File: src/rtl/decode_pkg.sv
// Shared types for the decode stage: fetch/decode/execute bundles, RV64I opcodes,
// the decoded-operation enum and the immediate builders.
package decode_pkg;

  typedef logic [63:0] addr_t;
  typedef logic [63:0] word_t;
  typedef logic [31:0] u32;

  localparam logic [6:0] OPC_LUI      = 7'b0110111;
  localparam logic [6:0] OPC_AUIPC    = 7'b0010111;
  localparam logic [6:0] OPC_JAL      = 7'b1101111;
  localparam logic [6:0] OPC_JALR     = 7'b1100111;
  localparam logic [6:0] OPC_BRANCH   = 7'b1100011;
  localparam logic [6:0] OPC_LOAD     = 7'b0000011;
  localparam logic [6:0] OPC_STORE    = 7'b0100011;
  localparam logic [6:0] OPC_OP_IMM   = 7'b0010011;
  localparam logic [6:0] OPC_OP       = 7'b0110011;
  localparam logic [6:0] OPC_OP_IMM32 = 7'b0011011;
  localparam logic [6:0] OPC_OP32     = 7'b0111011;

  // OP_ILLEGAL sits at encoding 0 so a cleared ID/EX register reads as all-zero.
  typedef enum logic [5:0] {
    OP_ILLEGAL,
    OP_LUI, OP_AUIPC, OP_JAL, OP_JALR,
    OP_BEQ, OP_BNE, OP_BLT, OP_BGE, OP_BLTU, OP_BGEU,
    OP_LB, OP_LH, OP_LW, OP_LD, OP_LBU, OP_LHU, OP_LWU,
    OP_SB, OP_SH, OP_SW, OP_SD,
    OP_ADDI, OP_SLTI, OP_SLTIU, OP_XORI, OP_ORI, OP_ANDI,
    OP_SLLI, OP_SRLI, OP_SRAI,
    OP_ADD, OP_SUB, OP_SLL, OP_SLT, OP_SLTU,
    OP_XOR, OP_SRL, OP_SRA, OP_OR, OP_AND,
    OP_ADDIW, OP_SLLIW, OP_SRLIW, OP_SRAIW,
    OP_ADDW, OP_SUBW, OP_SLLW, OP_SRLW, OP_SRAW
  } decode_op_t;

  typedef struct packed {
    u32    inst;
    addr_t pc;
  } if_id_t;

  typedef struct packed {
    addr_t      pc;
    u32         inst;
    decode_op_t op;
    logic [4:0] rd;
    logic [4:0] rs1;
    logic [4:0] rs2;
    word_t      src1;
    word_t      src2;
    word_t      imm;
    logic       wen;
    logic       is_word;
    logic       illegal;
  } id_ex_t;

  function automatic word_t imm_i(input u32 inst);
    return {{52{inst[31]}}, inst[31:20]};
  endfunction

  function automatic word_t imm_s(input u32 inst);
    return {{52{inst[31]}}, inst[31:25], inst[11:7]};
  endfunction

  function automatic word_t imm_b(input u32 inst);
    return {{51{inst[31]}}, inst[31], inst[7], inst[30:25], inst[11:8], 1'b0};
  endfunction

  function automatic word_t imm_u(input u32 inst);
    return {{32{inst[31]}}, inst[31:12], 12'b0};
  endfunction

  function automatic word_t imm_j(input u32 inst);
    return {{43{inst[31]}}, inst[31], inst[19:12], inst[20], inst[30:21], 1'b0};
  endfunction

endpackage

File: src/rtl/decode_if.sv
// Decode-stage bus: fetch-side handshake, register-file read port, flush and
// execute-side handshake. The stage itself connects through the slave modport.
interface decode_if;
  import decode_pkg::*;

  if_id_t     if_id_state;
  logic       in_valid;
  logic       in_ready;
  logic [4:0] ra1;
  logic [4:0] ra2;
  word_t      rd1;
  word_t      rd2;
  logic       flush;
  id_ex_t     id_ex_state;
  logic       out_valid;
  logic       out_ready;

  modport master (
    output if_id_state, in_valid, rd1, rd2, flush, out_ready,
    input  in_ready, ra1, ra2, id_ex_state, out_valid
  );

  modport slave (
    input  if_id_state, in_valid, rd1, rd2, flush, out_ready,
    output in_ready, ra1, ra2, id_ex_state, out_valid
  );

endinterface

File: src/rtl/decode_decoder.sv
// Combinational RV64I decoder: classifies one instruction word and builds its
// immediate, destination/source fields and write-enable.
module decoder
  import decode_pkg::*;
(
  input  u32         inst,
  output decode_op_t op,
  output word_t      imm,
  output logic [4:0] rd,
  output logic [4:0] rs1,
  output logic [4:0] rs2,
  output logic       wen,
  output logic       is_word,
  output logic       illegal
);

  logic [6:0] opcode;
  logic [2:0] funct3;
  logic [6:0] funct7;
  decode_op_t op_raw;
  word_t      imm_raw;
  logic       writes_rd;
  logic       word_op;

  assign opcode = inst[6:0];
  assign funct3 = inst[14:12];
  assign funct7 = inst[31:25];
  assign rd     = inst[11:7];
  assign rs1    = inst[19:15];
  assign rs2    = inst[24:20];

  always_comb begin
    op_raw    = OP_ILLEGAL;
    imm_raw   = '0;
    writes_rd = 1'b0;
    word_op   = 1'b0;
    case (opcode)
      OPC_LUI: begin
        op_raw = OP_LUI; imm_raw = imm_u(inst); writes_rd = 1'b1;
      end
      OPC_AUIPC: begin
        op_raw = OP_AUIPC; imm_raw = imm_u(inst); writes_rd = 1'b1;
      end
      OPC_JAL: begin
        op_raw = OP_JAL; imm_raw = imm_j(inst); writes_rd = 1'b1;
      end
      OPC_JALR: begin
        imm_raw = imm_i(inst); writes_rd = 1'b1;
        if (funct3 == 3'b000) op_raw = OP_JALR;
      end
      OPC_BRANCH: begin
        imm_raw = imm_b(inst);
        case (funct3)
          3'b000:  op_raw = OP_BEQ;
          3'b001:  op_raw = OP_BNE;
          3'b100:  op_raw = OP_BLT;
          3'b101:  op_raw = OP_BGE;
          3'b110:  op_raw = OP_BLTU;
          3'b111:  op_raw = OP_BGEU;
          default: op_raw = OP_ILLEGAL;
        endcase
      end
      OPC_LOAD: begin
        imm_raw = imm_i(inst); writes_rd = 1'b1;
        case (funct3)
          3'b000:  op_raw = OP_LB;
          3'b001:  op_raw = OP_LH;
          3'b010:  op_raw = OP_LW;
          3'b011:  op_raw = OP_LD;
          3'b100:  op_raw = OP_LBU;
          3'b101:  op_raw = OP_LHU;
          3'b110:  op_raw = OP_LWU;
          default: op_raw = OP_ILLEGAL;
        endcase
      end
      OPC_STORE: begin
        imm_raw = imm_s(inst);
        case (funct3)
          3'b000:  op_raw = OP_SB;
          3'b001:  op_raw = OP_SH;
          3'b010:  op_raw = OP_SW;
          3'b011:  op_raw = OP_SD;
          default: op_raw = OP_ILLEGAL;
        endcase
      end
      OPC_OP_IMM: begin
        imm_raw = imm_i(inst); writes_rd = 1'b1;
        // 64-bit shifts take a 6-bit shamt, leaving only inst[31:26] as funct6.
        case (funct3)
          3'b000: op_raw = OP_ADDI;
          3'b010: op_raw = OP_SLTI;
          3'b011: op_raw = OP_SLTIU;
          3'b100: op_raw = OP_XORI;
          3'b110: op_raw = OP_ORI;
          3'b111: op_raw = OP_ANDI;
          3'b001: begin
            imm_raw = {58'b0, inst[25:20]};
            if (inst[31:26] == 6'b000000) op_raw = OP_SLLI;
          end
          3'b101: begin
            imm_raw = {58'b0, inst[25:20]};
            if (inst[31:26] == 6'b000000)      op_raw = OP_SRLI;
            else if (inst[31:26] == 6'b010000) op_raw = OP_SRAI;
          end
          default: op_raw = OP_ILLEGAL;
        endcase
      end
      OPC_OP_IMM32: begin
        imm_raw = imm_i(inst); writes_rd = 1'b1; word_op = 1'b1;
        case (funct3)
          3'b000: op_raw = OP_ADDIW;
          3'b001: begin
            imm_raw = {59'b0, inst[24:20]};
            if (funct7 == 7'b0000000) op_raw = OP_SLLIW;
          end
          3'b101: begin
            imm_raw = {59'b0, inst[24:20]};
            if (funct7 == 7'b0000000)      op_raw = OP_SRLIW;
            else if (funct7 == 7'b0100000) op_raw = OP_SRAIW;
          end
          default: op_raw = OP_ILLEGAL;
        endcase
      end
      OPC_OP: begin
        writes_rd = 1'b1;
        case ({funct7, funct3})
          {7'h00, 3'd0}: op_raw = OP_ADD;
          {7'h20, 3'd0}: op_raw = OP_SUB;
          {7'h00, 3'd1}: op_raw = OP_SLL;
          {7'h00, 3'd2}: op_raw = OP_SLT;
          {7'h00, 3'd3}: op_raw = OP_SLTU;
          {7'h00, 3'd4}: op_raw = OP_XOR;
          {7'h00, 3'd5}: op_raw = OP_SRL;
          {7'h20, 3'd5}: op_raw = OP_SRA;
          {7'h00, 3'd6}: op_raw = OP_OR;
          {7'h00, 3'd7}: op_raw = OP_AND;
          default:       op_raw = OP_ILLEGAL;
        endcase
      end
      OPC_OP32: begin
        writes_rd = 1'b1; word_op = 1'b1;
        case ({funct7, funct3})
          {7'h00, 3'd0}: op_raw = OP_ADDW;
          {7'h20, 3'd0}: op_raw = OP_SUBW;
          {7'h00, 3'd1}: op_raw = OP_SLLW;
          {7'h00, 3'd5}: op_raw = OP_SRLW;
          {7'h20, 3'd5}: op_raw = OP_SRAW;
          default:       op_raw = OP_ILLEGAL;
        endcase
      end
      default: op_raw = OP_ILLEGAL;
    endcase
  end

  // Illegal words carry a zero immediate and never write back.
  assign illegal = (op_raw == OP_ILLEGAL) || (inst[1:0] != 2'b11);
  assign op      = illegal ? OP_ILLEGAL : op_raw;
  assign imm     = illegal ? '0 : imm_raw;
  assign wen     = writes_rd && !illegal && (rd != 5'd0);
  assign is_word = word_op && !illegal;

endmodule

File: src/rtl/decode.sv
// RV64I instruction decode stage: valid/ready handshake toward fetch and execute,
// register-file read addressing, and the ID/EX pipeline register.
module decode
  import decode_pkg::*;
(
  input  logic     clk,
  input  logic     rst,
  decode_if.slave  bus
);

  decode_op_t op_p0;
  word_t      imm_p0;
  logic [4:0] rd_p0;
  logic [4:0] rs1_p0;
  logic [4:0] rs2_p0;
  logic       wen_p0;
  logic       is_word_p0;
  logic       illegal_p0;
  id_ex_t     dec_p0;
  id_ex_t     id_ex_p1;
  logic       vld_p1;
  logic       accept;

  decoder u_decoder (
    .inst    (bus.if_id_state.inst),
    .op      (op_p0),
    .imm     (imm_p0),
    .rd      (rd_p0),
    .rs1     (rs1_p0),
    .rs2     (rs2_p0),
    .wen     (wen_p0),
    .is_word (is_word_p0),
    .illegal (illegal_p0)
  );

  assign bus.ra1 = bus.if_id_state.inst[19:15];
  assign bus.ra2 = bus.if_id_state.inst[24:20];

  // Flush does not gate in_ready: fetch sees its word as consumed and it is dropped here.
  assign bus.in_ready = !vld_p1 || bus.out_ready;
  assign accept       = bus.in_valid && bus.in_ready && !bus.flush;

  always_comb begin
    dec_p0         = '0;
    dec_p0.pc      = bus.if_id_state.pc;
    dec_p0.inst    = bus.if_id_state.inst;
    dec_p0.op      = op_p0;
    dec_p0.rd      = rd_p0;
    dec_p0.rs1     = rs1_p0;
    dec_p0.rs2     = rs2_p0;
    dec_p0.src1    = bus.rd1;
    dec_p0.src2    = bus.rd2;
    dec_p0.imm     = imm_p0;
    dec_p0.wen     = wen_p0;
    dec_p0.is_word = is_word_p0;
    dec_p0.illegal = illegal_p0;
  end

  // p0 -> p1: ID/EX register; fields only move on accept so a stall keeps them stable.
  always_ff @(posedge clk) begin
    if (rst) begin
      vld_p1   <= 1'b0;
      id_ex_p1 <= '0;
    end else if (bus.flush) begin
      vld_p1 <= 1'b0;
    end else if (accept) begin
      vld_p1   <= 1'b1;
      id_ex_p1 <= dec_p0;
    end else if (vld_p1 && bus.out_ready) begin
      vld_p1 <= 1'b0;
    end
  end

  assign bus.id_ex_state = id_ex_p1;
  assign bus.out_valid   = vld_p1;

endmodule

File: src/flat_wrapper.sv
// flat-port wrapper written by rule: the top's interface ports become plain ports
module decode_flat import decode_pkg::*;
  (clk, rst, bus_if_id_state, bus_in_valid, bus_rd1, bus_rd2, bus_flush, bus_out_ready, bus_in_ready, bus_ra1, bus_ra2, bus_id_ex_state, bus_out_valid);
  decode_if bus_i ();
  input  logic clk;
  input  logic rst;
  input wire logic [$bits(bus_i.if_id_state)-1:0] bus_if_id_state;
  input wire logic [$bits(bus_i.in_valid)-1:0] bus_in_valid;
  input wire logic [$bits(bus_i.rd1)-1:0] bus_rd1;
  input wire logic [$bits(bus_i.rd2)-1:0] bus_rd2;
  input wire logic [$bits(bus_i.flush)-1:0] bus_flush;
  input wire logic [$bits(bus_i.out_ready)-1:0] bus_out_ready;
  output wire logic [$bits(bus_i.in_ready)-1:0] bus_in_ready;
  output wire logic [$bits(bus_i.ra1)-1:0] bus_ra1;
  output wire logic [$bits(bus_i.ra2)-1:0] bus_ra2;
  output wire logic [$bits(bus_i.id_ex_state)-1:0] bus_id_ex_state;
  output wire logic [$bits(bus_i.out_valid)-1:0] bus_out_valid;
  assign bus_i.if_id_state = bus_if_id_state;
  assign bus_i.in_valid = bus_in_valid;
  assign bus_i.rd1 = bus_rd1;
  assign bus_i.rd2 = bus_rd2;
  assign bus_i.flush = bus_flush;
  assign bus_i.out_ready = bus_out_ready;
  assign bus_in_ready = bus_i.in_ready;
  assign bus_ra1 = bus_i.ra1;
  assign bus_ra2 = bus_i.ra2;
  assign bus_id_ex_state = bus_i.id_ex_state;
  assign bus_out_valid = bus_i.out_valid;
  decode u_core (.clk(clk), .rst(rst), .bus(bus_i));
endmodule
File: config.mk
export PLATFORM = sky130hd
export DESIGN_NAME = decode_flat
export DESIGN_NICKNAME = d
export VERILOG_FILES = /design/src/rtl/decode_pkg.sv /design/src/rtl/decode_if.sv /design/src/rtl/decode_decoder.sv /design/src/rtl/decode.sv /design/src/flat_wrapper.sv
export SDC_FILE = /design/constraint.sdc
export NUM_CORES = 1
export LEC_CHECK = 0
export BUFFER_PORTS_ARGS = -buffer_cell sky130_fd_sc_hd__buf_2
export CAP_MARGIN = 20
export CORE_AREA = 2 2 217 219
export CTS_BUF_LIST = sky130_fd_sc_hd__clkbuf_8
export DETAILED_ROUTE_END_ITERATION = 6
export DIE_AREA = 0 0 219 221
export SLEW_MARGIN = 40
export SYNTH_ARGS = -nofsm -noshare
export SYNTH_HDL_FRONTEND = slang
export SYNTH_SLANG_ARGS = --single-unit
File: constraint.sdc
create_clock -name clk -period 2.35 [get_ports clk]
set_input_delay 0.235 -clock clk [delete_from_list [all_inputs] [get_ports clk]]
set_output_delay 0.235 -clock clk [all_outputs]
set_load 0.02 [all_outputs]
==> results, run 1 <==
- The flow ran to the end, and the final reports show no timing, DRC or antenna violations.
- For this run the aggregate overflow at the end of global routing stands at 0.
- The hold violation total from the final report is 0.
- The H-tree depth reported by CTS is 2.
- The ratio of cells with drive above 1 in the final layout is 0.3428.
- Of the available clock period, the critical path in the final layout requires 0.9039.
- The final number of max-transition violations is 0.
- Max-cap violations in this run came to 0.
- For this run, the register share of the synthesized area comes to 0.4895.
- Headroom to the max-slew limit came out at 0.4616.
- The number of buffers created by CTS is 48.
- The largest individual stage delay along the critical path comes from the cell sky130_fd_sc_hd__nor4b_4.
- On the worst path, the slowest cell contributes a delay of 380 ps.
- The number of distinct standard cells referenced by the synthesized netlist is 63.
- The die footprint is 48,400 um^2.
- Counting flops with a built-in enable in the synthesized netlist gives 0.
- TritonCTS built the clock tree.
- The overall track demand over capacity in global routing is 0.1750.
- At the worst endpoint, the required time is 2830 ps.
- The share of synthesized flip-flops with an asynchronous set or reset is 0.
- The total number of vias is 12.64k.
- The worst setup path is captured at a flip-flop.
- In this run the cell area measured after placement is 14,450 um^2.
- The initial utilization of the core area, before any placement, comes to 0.2362.
- By area the synthesized netlist is led by sky130_fd_sc_hd__dfxtp_1 49%, sky130_fd_sc_hd__nand2_1 16%, sky130_fd_sc_hd__a21oi_1 11%.
- The horizontal extent of the die is 219 um.
- The post-detailed-route via-to-cell ratio is 4.538.
- The largest fanout on the critical path is 15.
- Row generation in the floorplan step produced 79 rows.
- After detailed routing, the total wire length is 45.29 mm.
- The area of the core is 46,060 um^2.
- For the pin with the worst max-slew slack, the measured transition is 807.6 ps.
- The clock root buffer is sky130_fd_sc_hd__clkbuf_8.
- Total power for the finished layout comes to 10,870 uW.
- The top-area cell type share of the netlist area is 0.4895.
- The most common cell type on the critical path is sky130_fd_sc_hd__buf_4.
- In this run the post-CTS setup repair buffer count came out at 0.
- The leakage power of the design is 0.008152 uW.
- The overall die height is 221 um.
- Yosys printed 0 warnings.
- The total of flip-flops plus latches after synthesis is 266.
- Between clock sinks in the finished design, the worst skew comes to 27.98 ps.
- The estimated wirelength of the detail-placed design is 31.23 mm.
- The sum of negative setup slack is 0 ps.
- The number of cells produced by synthesis is 1,386.
- The relative area change from synthesis to final layout is 60.87%.
- Counting the fill cells in the layout gives 4,604.
- By startpoint and endpoint, the worst setup path is classified as in -> reg.
- In this run the remaining antenna-violating nets after routing total 0.
- The per-cell routed wire length is 16.27 um.
- The min-delay analysis places its worst path in the category in -> reg.
- The number of antenna violations at the first check in global routing was 1.
- The finished cells cover 17,500 um^2.
- The number of global-route vias before repair is 12.24k.
- The cell area after synthesis is 10,880 um^2.
- The final critical path time including I/O delays and setup is 2124 ps.
- The largest net degree at the start of global routing is 138.
- Setup violations remaining at the end of the flow were counted as 0.
- The clock latency on the worst-skew pair is 610 ps.
- The tree built by TritonCTS fans out to 266 sinks.
- The power density relative to cell area is 621.2 nW/um^2.
- The first detailed-routing pass ran for 5 iterations.
- The final RePlAce weighted congestion is 0.9006.
- The final design utilization is 0.3799.
- Summed over all instances, the cell type with the most area after synthesis is sky130_fd_sc_hd__dfxtp_1.
- The number of DRC markers after the initial detailed-route iteration is 734.
- The highest clock rate is 470.8 MHz.
- The post-route worst setup slack is 225.9 ps.
- The sort of element at the start of the critical path is a primary input.
- Setup repair after global routing left no endpoint under its margin.
- VDD sags by at most 0.0004941 V.
- The worst endpoint data arrival time is 2610 ps.
- The number of nets in the finished design is 2,370.
- The clock-pin slew on the worst setup and hold paths is 60 ps.
- During I/O placement, the number of pins put on the boundary was 553.
- The most used flip-flop cell after synthesis is sky130_fd_sc_hd__dfxtp_1.
- Prior to clock tree synthesis, the placed netlist has a worst setup slack of -357.2 ps.
- The total DRC errors in the routed layout is 0.
- The synthesized area divided by synthesized cell count is 7.848 um^2.
- The critical path goes through buf_2 > buf_4 > and3b_1 > o311ai_0 > a21oi_1 > nor4_2 > nor4b_4 > buf_4 > nand2_2 > a221o_1.
- The quantity of I/O buffers inserted on ports is 552.
- The first-pass GRT wire length is 67.10 mm.
- Counting along the longest clock path gives a buffer depth of 3.
- The net count of the mapped netlist is 1,615.
state kept, by name (all words and copies together) (netlist names):
| name | count |
|---|---|
| u_core.bus.out_valid | 1 |
| u_core.bus.id_ex_state | 265 |
through the flow:
step                      instances  hold slack [ps]
after floorplan                1386            314.3
after global placement         2487            438.6
after detailed placement       2487            443.4
after CTS                      2783            7.720
after global routing           2784            35.55
final                          2784            70.40
per-layer routing:
| layer | global-route usage | routed length [um] | vias up |
|---|---|---|---|
| li1 | - | - | 6126 |
| met1 | 0.1999 | 18180 | 5801 |
| met2 | 0.3044 | 21720 | 596 |
| met3 | 0.05031 | 3818 | 112 |
| met4 | 0.06997 | 1576 | 0 |
| met5 | 0 | 0 | - |
final cells by class:
cell class / instances / area, um^2 / area share
Antenna cell: 1 / 2.502 / 0.0001430
Clock buffer: 56 / 770.7 / 0.04404
Clock inverter: 29 / 158.9 / 0.009080
Inverter: 7 / 26.28 / 0.001502
Multi-Input combinational cell: 950 / 4671 / 0.2669
Sequential cell: 266 / 5326 / 0.3044
Tap cell: 607 / 759.5 / 0.04340
Timing Repair Buffer: 868 / 5784 / 0.3305
cells in the mapped netlist (4+ instances only):
library cell               instances
sky130_fd_sc_hd__a22oi_1           6
sky130_fd_sc_hd__a21o_1           12
sky130_fd_sc_hd__clkbuf_1         92
sky130_fd_sc_hd__buf_4            60
sky130_fd_sc_hd__nor2_1           40
sky130_fd_sc_hd__nand2_1         468
sky130_fd_sc_hd__a211oi_1          4
sky130_fd_sc_hd__a211o_1           4
sky130_fd_sc_hd__nand2b_1          8
sky130_fd_sc_hd__nand3b_1          8
sky130_fd_sc_hd__a21oi_1         247
sky130_fd_sc_hd__or3_1             5
sky130_fd_sc_hd__nor2b_1           7
sky130_fd_sc_hd__nor4_1            4
sky130_fd_sc_hd__a221o_1          14
sky130_fd_sc_hd__buf_2             9
sky130_fd_sc_hd__dfxtp_1         266
sky130_fd_sc_hd__o21ai_0          10
sky130_fd_sc_hd__o211ai_1          6
sky130_fd_sc_hd__inv_1             7
sky130_fd_sc_hd__a32o_1           19
sky130_fd_sc_hd__nand3_1           6
sky130_fd_sc_hd__nor3_1           19
cells in the final DEF (no fill, tap or decap), types with 7 or more instances in the layout:
cell type,n
sky130_fd_sc_hd__buf_2,551
sky130_fd_sc_hd__nand2_1,468
sky130_fd_sc_hd__dfxtp_1,265
sky130_fd_sc_hd__a21oi_1,247
sky130_fd_sc_hd__dlygate4sd3_1,211
sky130_fd_sc_hd__buf_4,96
sky130_fd_sc_hd__clkbuf_8,57
sky130_fd_sc_hd__nor2_1,39
sky130_fd_sc_hd__inv_1,22
sky130_fd_sc_hd__nor3_1,19
sky130_fd_sc_hd__a32o_1,19
sky130_fd_sc_hd__a221o_1,14
sky130_fd_sc_hd__a21o_1,12
sky130_fd_sc_hd__o21ai_0,10
sky130_fd_sc_hd__clkinv_2,10
sky130_fd_sc_hd__buf_12,9
sky130_fd_sc_hd__nand3b_1,8
sky130_fd_sc_hd__nand2b_1,8
sky130_fd_sc_hd__nor2b_1,7
logic make-up (layout without fill, tap and decap cells):
group | count (synthesis) | in the layout | share of synthesized area
AND/OR/NAND/NOR | 603 | 603 | 0.2383
flip-flops | 266 | 266 | 0.4895
AO/OA/AOI/OAI | 343 | 343 | 0.1870
XOR/XNOR | 3 | 3 | 0.002416
multiplexers | 1 | 1 | 0.0009202
buffers and inverters | 170 | 960 | 0.08178
other | 0 | 1 | 0
critical path, delay by kind of cell:
kind	cells	cell delay, ps
and+or+nand+nor	4	1050
buffers and inverters	3	460
AOI/OAI and AO/OA	3	840
worst paths after layout:
path,cells past startpoint,slack [ps],to,from
worst max-delay path,10,230,u_core.bus.id_ex_state[21],bus_if_id_state[76]
worst min-delay path,4,70,u_core.bus.id_ex_state[217],bus_if_id_state[65]
worst max register to register,7,310,u_core.bus.id_ex_state[21],u_core.bus.out_valid
worst min register to register,2,450,u_core.bus.id_ex_state[191],u_core.bus.id_ex_state[191]
where the power goes:
group,internal [uW],switching [uW],total (uW),leakage (uW)
Combinational,788,1020,1810,0.00545
Sequential,4700,98.7,4800,0.00217
Clock,2280,1980,4260,0.000536
Total,7760,3110,10900,0.00815
timing repair:
action                                  CTS  global route
gates resized for setup                   0             0
hold buffers                            211             0
endpoints found under the setup margin    0             0
hold endpoints to repair                216             0
Note: power is estimated with default switching activity, not from simulation.
==> run 2, diff against run 1 <==
- RECOVER_POWER: unset -> 50
==> results, run 2 (synthesis results as in run 1) <==
- The kind of critical path is in -> reg (unchanged).
- The overall track demand over capacity in global routing came to 0.1750 (unchanged).
- The worst IR drop on VDD is 0.0004924 V (was 0.0004941 V).
- The leakage power of the design is 0.006952 uW (was 0.008152 uW).
- The setup skew after layout was 25.75 ps (was 27.98 ps).
- The last element of the critical path is u_core.bus.id_ex_state[21] (unchanged).
- The overall die height is 221 um (unchanged).
- The flop-to-flop setup slack is 280 ps (was 310 ps).
- The final number of max-transition violations is 0 (unchanged).
- The proportion of power drawn by the clock network is 0.394 (was 0.392).
- The number of standard cells in the final layout excluding fillers is 2,784 (unchanged).
- The sequential fraction of design power came to 0.444 (was 0.441).
- The clock root buffer is sky130_fd_sc_hd__clkbuf_8 (unchanged).
- The CTS tree is built (unchanged).
- The count of fill cells added during filler insertion is 4,782 (was 4,604).
- The largest net degree at the start of global routing is 138 (unchanged).
- The number of antenna violations at the first check in global routing is 1 (unchanged).
- The first-pass GRT wire length came to 67.10 mm (unchanged).
- The reg-to-reg endpoint is u_core.bus.id_ex_state[21] (unchanged).
- The sort of element at the start of the critical path is a primary input (unchanged).
- The relative area change from synthesis to final layout is 57.38% (was 60.87%).
- The H-tree depth reported by CTS came to 2 (unchanged).
- The effective utilization at floorplan was 0.2362 (unchanged).
- The horizontal extent of the die is 219 um (unchanged).
- The number of global-route vias before repair was 12.24k (unchanged).
- The total global routing overflow is 0 (unchanged).
- RSZ-0062 raised after global routing: no (unchanged).
- The largest fanout on the critical path is 15 (unchanged).
- The total DRC errors in the routed layout is 0 (unchanged).
- The remaining antenna violation count after routing is 0 (unchanged).
- The estimated wirelength of the detail-placed design is 31.23 mm (unchanged).
- The cell count after placement was 2,487 (unchanged).
- The number of maximum-capacitance violations was 0 (unchanged).
- The worst-case reg-to-reg path depth is 7 (unchanged).
- The die footprint came to 48,400 um^2 (unchanged).
- The highest clock rate was 472.2 MHz (was 470.8 MHz).
- The fraction of power spent switching nets is 0.2878 (was 0.2857).
- The final critical path time including I/O delays and setup is 2118 ps (was 2124 ps).
- The internal power is 7706 uW (was 7765 uW).
- The worst hold margin came to 66.15 ps (was 70.40 ps).
- Result of the run: finished, final reports clean (unchanged).
- The sum of negative setup slack is 0 ps (unchanged).
- The area of the core came to 46,060 um^2 (unchanged).
- The quantity of I/O buffers inserted on ports is 552 (unchanged).
- The clock-pin slew on the worst setup and hold paths is 50 ps (was 60 ps).
- The total area of sequential cells came to 5326 um^2 (unchanged).
- Most frequent cells in the layout: 468 x sky130_fd_sc_hd__nand2_1, 291 x sky130_fd_sc_hd__clkbuf_1, 265 x sky130_fd_sc_hd__dfxtp_1, 261 x sky130_fd_sc_hd__buf_2, 247 x sky130_fd_sc_hd__a21oi_1 (was 551 x sky130_fd_sc_hd__buf_2, 468 x sky130_fd_sc_hd__nand2_1, 265 x sky130_fd_sc_hd__dfxtp_1, 247 x sky130_fd_sc_hd__a21oi_1, 211 x sky130_fd_sc_hd__dlygate4sd3_1).
- The ratio of cells with drive above 1 in the final layout is 0.2091 (was 0.3428).
- The final wirelength is 45.39 mm (was 45.29 mm).
- The area of combinational cells with multiple inputs is 4671 um^2 (unchanged).
- The cell count of the worst hold path is 4 (unchanged).
- The count of endpoints failing setup in the final report is 0 (unchanged).
- The number of DRC markers after the initial detailed-route iteration is 757 (was 734).
- The clock latency on the worst-skew pair is 610 ps (about the same).
- The number of nets in the finished design came to 2,370 (unchanged).
- The per-cell routed wire length came to 16.30 um (was 16.27 um).
- The net switching power of the design came to 3114 uW (was 3106 uW).
- The most common cell after layout, fill and taps aside is sky130_fd_sc_hd__nand2_1 (was sky130_fd_sc_hd__buf_2).
- The number of buffers added to fix hold violations after cts came to 211 (unchanged).
- The worst endpoint data arrival time is 2600 ps (was 2610 ps).
- The worst-case clock buffer depth is 3 (unchanged).
- The flip-flop count of the largest register, all copies and words added is 265 (unchanged).
- The number of buffers created by CTS is 48 (unchanged).
- The final RePlAce weighted congestion is 0.9006 (unchanged).
- The post-cts sizing count is 0 (unchanged).
- The worst slew margin relative to its limit came to 0.3173 (was 0.4616).
- The startpoint of the lowest-slack register-to-register path is u_core.bus.out_valid (unchanged).
- The number of setup buffers added after CTS was 0 (unchanged).
- The final critical-path share of the clock period came to 0.9012 (was 0.9039).
- The element type at the critical path end is a flip-flop (unchanged).
- The I/O pin count is 553 (unchanged).
- The post-detailed-route via-to-cell ratio is 4.555 (was 4.538).
- The total number of clock tree sinks is 266 (unchanged).
- The pin slew with the least headroom to its limit was 1024 ps (was 807.6 ps).
- The power density relative to cell area is 632.0 nW/um^2 (was 621.2 nW/um^2).
- The final design utilization is 0.3717 (was 0.3799).
- The logic gate share of total power is 0.162 (was 0.167).
- The class of the tightest hold or removal check is in -> reg (unchanged).
- The startpoint of the most critical setup path is bus_if_id_state[76] (unchanged).
- The total number of vias was 12.68k (was 12.64k).
- The required time of the critical path was 2830 ps (about the same).
- The floorplan row count was 79 (unchanged).
- The hold violation total from the final report is 0 (unchanged).
- The length of the first detailed-routing pass in iterations is 5 (unchanged).
==> run 2: cell count changes in the layout (fill, tap and decap cells not counted), sizes merged <==
| cell | before | now |
|---|---|---|
| clkbuf | 57 | 349 |
| buf | 656 | 364 |
==> run 2: final cells by class <==
class | count | area share
Antenna cell | 1 | 0.0001462
Tap cell | 607 | 0.04436
Clock buffer | 56 | 0.04502
Sequential cell | 266 | 0.3111
Clock inverter | 29 | 0.009282
Timing Repair Buffer | 868 | 0.3157
Multi-Input combinational cell | 950 | 0.2728
Inverter | 7 | 0.001535
==> run 2: through the flow <==
step	total power, uW	worst slack (ps)	area (um^2)
6_report	10820	232.3	17120
3_5_place_dp	6414	-357.2	14450
4_1_cts	11010	250.2	17500
5_1_grt	11320	110.5	17120
3_3_place_gp	6397	-255.3	14450
2_1_floorplan	5701	106.5	10880
==> run 2: how the worst min path moves through the flow <==
stage	startpoint	endpoint	slack [ps]
floorplan	bus_flush	u_core.bus.out_valid	310
global placement	u_core.bus.id_ex_state[120]	u_core.bus.id_ex_state[120]	440
detailed placement	u_core.bus.id_ex_state[131]	u_core.bus.id_ex_state[131]	440
CTS	bus_if_id_state[93]	u_core.bus.id_ex_state[12]	8
global route	bus_if_id_state[91]	u_core.bus.id_ex_state[10]	40
finish	bus_if_id_state[65]	u_core.bus.id_ex_state[217]	70
==> run 2: per-layer routing <==
layer  up-vias  global-route usage  share of wire
met5         -                   0              0
met4         0             0.06997          0.034
met3       108             0.05031          0.086
met2       598              0.3044           0.48
met1      5858              0.1999           0.40
li1       6116                   -              -
==> run 2: critical path, cell delays in order <==
cell and delay [ps]:
sky130_fd_sc_hd__buf_2 110, sky130_fd_sc_hd__buf_4 180, sky130_fd_sc_hd__and3b_1 190, sky130_fd_sc_hd__o311ai_0 320
sky130_fd_sc_hd__a21oi_1 150, sky130_fd_sc_hd__nor4_2 300, sky130_fd_sc_hd__nor4b_4 370, sky130_fd_sc_hd__buf_4 170
sky130_fd_sc_hd__nand2_2 180, sky130_fd_sc_hd__a221o_1 370
==> run 2: power groups by stage <==
stage	clock, uW	sequential (uW)	combinational, uW
after floorplan	0	5120	586
final	4260	4810	1760
after global routing	4610	4820	1890
after CTS	4410	4800	1800
after detailed placement	0	4890	1520
after global placement	0	4890	1510
==> run 3, diff against run 2 <==
- CORE_AREA: 2 2 217 219 -> 2 2 216 218
- DIE_AREA: 0 0 219 221 -> 0 0 218 220
- SYNTH_HIERARCHICAL: unset -> 1
==> results, run 3 <==
- Result of the run: finished, final reports clean (unchanged).
- The number of setup buffers added after CTS came to 0 (unchanged).
- The logic gate share of total power is 0.169 (was 0.162).
- The element type at the critical path end was a flip-flop (unchanged).
- Top area cells in the synthesized netlist: sky130_fd_sc_hd__dfxtp_1 39%, sky130_fd_sc_hd__nand2b_1 24%, sky130_fd_sc_hd__mux2i_1 20% (was sky130_fd_sc_hd__dfxtp_1 49%, sky130_fd_sc_hd__nand2_1 16%, sky130_fd_sc_hd__a21oi_1 11%).
- The power density relative to cell area came to 583.9 nW/um^2 (was 632.0 nW/um^2).
- The leakage power of the design is 0.008870 uW (was 0.006952 uW).
- The total power draw is 13,020 uW (was 10,820 uW).
- The class of the tightest hold or removal check is in -> reg (unchanged).
- The number of DRC markers after the initial detailed-route iteration is 677 (was 757).
- The total number of vias was 13.96k (was 12.68k).
- The setup skew after layout is 27.47 ps (was 25.75 ps).
- The cell count of the worst hold path is 4 (unchanged).
- The share of synthesized flip-flops with an asynchronous set or reset is 0 (unchanged).
- The worst-case clock buffer depth was 3 (unchanged).
- The estimated wirelength of the detail-placed design is 37.65 mm (was 31.23 mm).
- The clock-pin slew on the worst setup and hold paths is 60 ps (was 50 ps).
- The count of yosys warnings during synthesis is 6 (was 0).
- The total global routing overflow is 0 (unchanged).
- The total of flip-flops plus latches after synthesis is 313 (was 266).
- The effective utilization at floorplan is 0.3511 (was 0.2362).
- The remaining antenna violation count after routing is 0 (unchanged).
- The hold violation total from the final report is 0 (unchanged).
- The pin slew with the least headroom to its limit came to 799.9 ps (was 1024 ps).
- The H-tree depth reported by CTS is 2 (unchanged).
- The count of fill cells added during filler insertion is 4,436 (was 4,782).
- The number of nets in the finished design is 2,641 (was 2,370).
- The quantity of I/O buffers inserted on ports is 552 (unchanged).
- The area of combinational cells with multiple inputs is 8403 um^2 (was 4671 um^2).
- The per-cell routed wire length came to 17.29 um (was 16.30 um).
- The relative area change from synthesis to final layout is 38.46% (was 57.38%).
- The most frequent cell after synthesis was sky130_fd_sc_hd__nand2b_1 (was sky130_fd_sc_hd__nand2_1).
- The leading area contributor after synthesis is sky130_fd_sc_hd__dfxtp_1 (unchanged).
- The number of buffers created by CTS is 55 (was 48).
- The horizontal extent of the die was 218 um (was 219 um).
- The synthesized area divided by synthesized cell count came to 9.760 um^2 (was 7.848 um^2).
- The flip-flop count of the largest register, all copies and words added is 312 (was 265).
- The total non-filler cell area in the finished layout came to 22,300 um^2 (was 17,120 um^2).
- The worst IR drop on VDD came to 0.0003320 V (was 0.0004924 V).
- The total DRC errors in the routed layout was 0 (unchanged).
- The sort of element at the start of the critical path is a flip-flop (was primary input).
- The count of flip-flops with a built-in enable after synthesis is 0 (unchanged).
- The number of standard cells in the final layout excluding fillers was 3,066 (was 2,784).
- The internal power was 9387 uW (was 7706 uW).
- The clock root buffer was sky130_fd_sc_hd__clkbuf_8 (unchanged).
- The kind of critical path was reg -> reg (was in -> reg).
- Synth cell count leaders: 630 x sky130_fd_sc_hd__nand2b_1, 315 x sky130_fd_sc_hd__mux2i_1, 313 x sky130_fd_sc_hd__dfxtp_1 (was 468 x sky130_fd_sc_hd__nand2_1, 266 x sky130_fd_sc_hd__dfxtp_1, 247 x sky130_fd_sc_hd__a21oi_1).
- The most used flip-flop cell after synthesis is sky130_fd_sc_hd__dfxtp_1 (unchanged).
- The final critical-path share of the clock period came to 0.9326 (was 0.9012).
- The I/O pin count came to 553 (unchanged).
- The proportion of power drawn by the clock network was 0.398 (was 0.394).
- The final RePlAce weighted congestion came to 0.8557 (was 0.9006).
- The net switching power of the design is 3632 uW (was 3114 uW).
- The cell area after synthesis is 16,100 um^2 (was 10,880 um^2).
- The worst-case reg-to-reg path depth is 5 (was 7).
- The final number of max-transition violations was 0 (unchanged).
- The worst endpoint data arrival time is 2740 ps (was 2600 ps).
- The worst hold margin is 66.95 ps (was 66.15 ps).
- The required time of the critical path is 2900 ps (was 2830 ps).
- The worst slew margin relative to its limit came to 0.4656 (was 0.3173).
- The instance area at placement came to 19,340 um^2 (was 14,450 um^2).
- The area of the core is 45,860 um^2 (was 46,060 um^2).
- The sequential element share of the synthesized area is 0.3891 (was 0.4895).
- The total number of clock tree sinks is 313 (was 266).
- The number of cells produced by synthesis is 1,650 (was 1,386).
- The fraction of power spent switching nets is 0.2790 (was 0.2878).
- The clock latency on the worst-skew pair is 630 ps (was 610 ps).
- The count of endpoints failing setup in the final report is 0 (unchanged).
- The ratio of cells with drive above 1 in the final layout came to 0.2081 (was 0.2091).
- The final wirelength is 53.02 mm (was 45.39 mm).
- The post-detailed-route via-to-cell ratio is 4.553 (was 4.555).
- The number of maximum-capacitance violations is 0 (unchanged).
- The total area of sequential cells is 6266 um^2 (was 5326 um^2).
- The net count of the mapped netlist was 1,879 (was 1,615).
- The final critical path time including I/O delays and setup came to 2192 ps (was 2118 ps).
- The floorplan row count came to 79 (unchanged).
- The largest net degree at the start of global routing came to 109 (was 138).
- The highest clock rate came to 456.3 MHz (was 472.2 MHz).
- The largest fanout on the critical path was 31 (was 15).
- The overall track demand over capacity in global routing is 0.2093 (was 0.1750).
- The sequential fraction of design power is 0.433 (was 0.444).
- Most frequent cells in the layout: 630 x sky130_fd_sc_hd__nand2b_1, 315 x sky130_fd_sc_hd__mux2i_1, 313 x sky130_fd_sc_hd__dfxtp_1, 276 x sky130_fd_sc_hd__buf_2, 275 x sky130_fd_sc_hd__clkbuf_1 (was 468 x sky130_fd_sc_hd__nand2_1, 291 x sky130_fd_sc_hd__clkbuf_1, 265 x sky130_fd_sc_hd__dfxtp_1, 261 x sky130_fd_sc_hd__buf_2, 247 x sky130_fd_sc_hd__a21oi_1).
- The CTS tree is built (unchanged).
- The number of antenna violations at the first check in global routing is 5 (was 1).
- The most common cell after layout, fill and taps aside is sky130_fd_sc_hd__nand2b_1 (was sky130_fd_sc_hd__nand2_1).
- The first-pass GRT wire length is 78.84 mm (was 67.10 mm).
- RSZ-0062 raised after global routing: no (unchanged).
- The top-area cell type share of the netlist area is 0.3891 (was 0.4895).
- The cell count after placement was 2,746 (was 2,487).
- The length of the first detailed-routing pass in iterations is 5 (unchanged).
- The overall die height is 220 um (was 221 um).
- The number of global-route vias before repair came to 14.04k (was 12.24k).
- The die footprint is 47,960 um^2 (was 48,400 um^2).
- The number of distinct standard cells referenced by the synthesized netlist is 67 (was 63).
## run 3: area by class of cell
class | instances | area share
clock inverter | 29 | 0.006902
inverter | 4 | 0.0006734
timing repair buffer | 887 | 0.2562
multi-input combinational | 1151 | 0.3769
sequential | 313 | 0.2810
clock buffer | 71 | 0.04382
tap | 607 | 0.03406
antenna | 4 | 0.0004489
## run 3: metrics by stage
step | worst slack, ps | utilization | TNS (ps)
after floorplan | -319.7 | - | -10420
after CTS | 128.9 | 0.4935 | 0
after global placement | -738.8 | 0.4215 | -42280
after global routing | 50.03 | 0.4862 | 0
after detailed placement | -552.3 | 0.4217 | -31090
final | 158.4 | 0.4862 | 0
## run 3: kinds of logic after synthesis
logic type / count (synthesis) / share of synthesized area
simple gates: 763 / 0.2915
mux: 315 / 0.1958
compound gates: 69 / 0.03131
fa+ha+maj: 1 / 0.0006216
xor+xnor: 3 / 0.001632
buf+inv: 186 / 0.09005
flops: 313 / 0.3891
## run 3: worst paths after layout
check / start / slack, ps / to
max: u_core/bus.out_valid / 160 / u_core/bus.id_ex_state[193]
min: bus_if_id_state[93] / 70 / u_core/bus.id_ex_state[245]
max reg2reg: u_core/bus.out_valid / 160 / u_core/bus.id_ex_state[193]
min reg2reg: u_core/bus.id_ex_state[106] / 470 / u_core/bus.id_ex_state[106]
## run 3: what timing repair did
| action | in CTS | in global routing |
|---|---|---|
| endpoints found under the hold margin | 234 | 0 |
| hold buffers | 216 | 0 |
| resized for setup | 0 | 2 |
| endpoints found under the setup margin | 0 | 9 |
## run 3: power groups by stage
stage | clock network (uW) | registers, uW | logic (uW)
2_1_floorplan | 0 | 6010 | 1000
3_3_place_gp | 0 | 5740 | 1930
3_5_place_dp | 0 | 5750 | 1960
4_1_cts | 5370 | 5630 | 2260
5_1_grt | 5610 | 5660 | 2350
6_report | 5180 | 5640 | 2200
## run 3: critical path, stage by stage (launching register included)
cell	delay, ps
sky130_fd_sc_hd__dfxtp_1	310
sky130_fd_sc_hd__nor2b_4	130
sky130_fd_sc_hd__nor3b_1	650
sky130_fd_sc_hd__buf_12	330
sky130_fd_sc_hd__buf_4	420
sky130_fd_sc_hd__mux2i_1	260
## run 3: routing by layer
| layer | wire, um | share of wire | vias up | GRT usage |
|---|---|---|---|---|
| met5 | 0 | 0 | - | 0 |
| met4 | 1737 | 0.033 | 0 | 0.08481 |
| met3 | 3659 | 0.069 | 105 | 0.05797 |
| met2 | 26400 | 0.50 | 440 | 0.3759 |
| met1 | 21220 | 0.40 | 6524 | 0.2326 |
| li1 | - | - | 6889 | - |
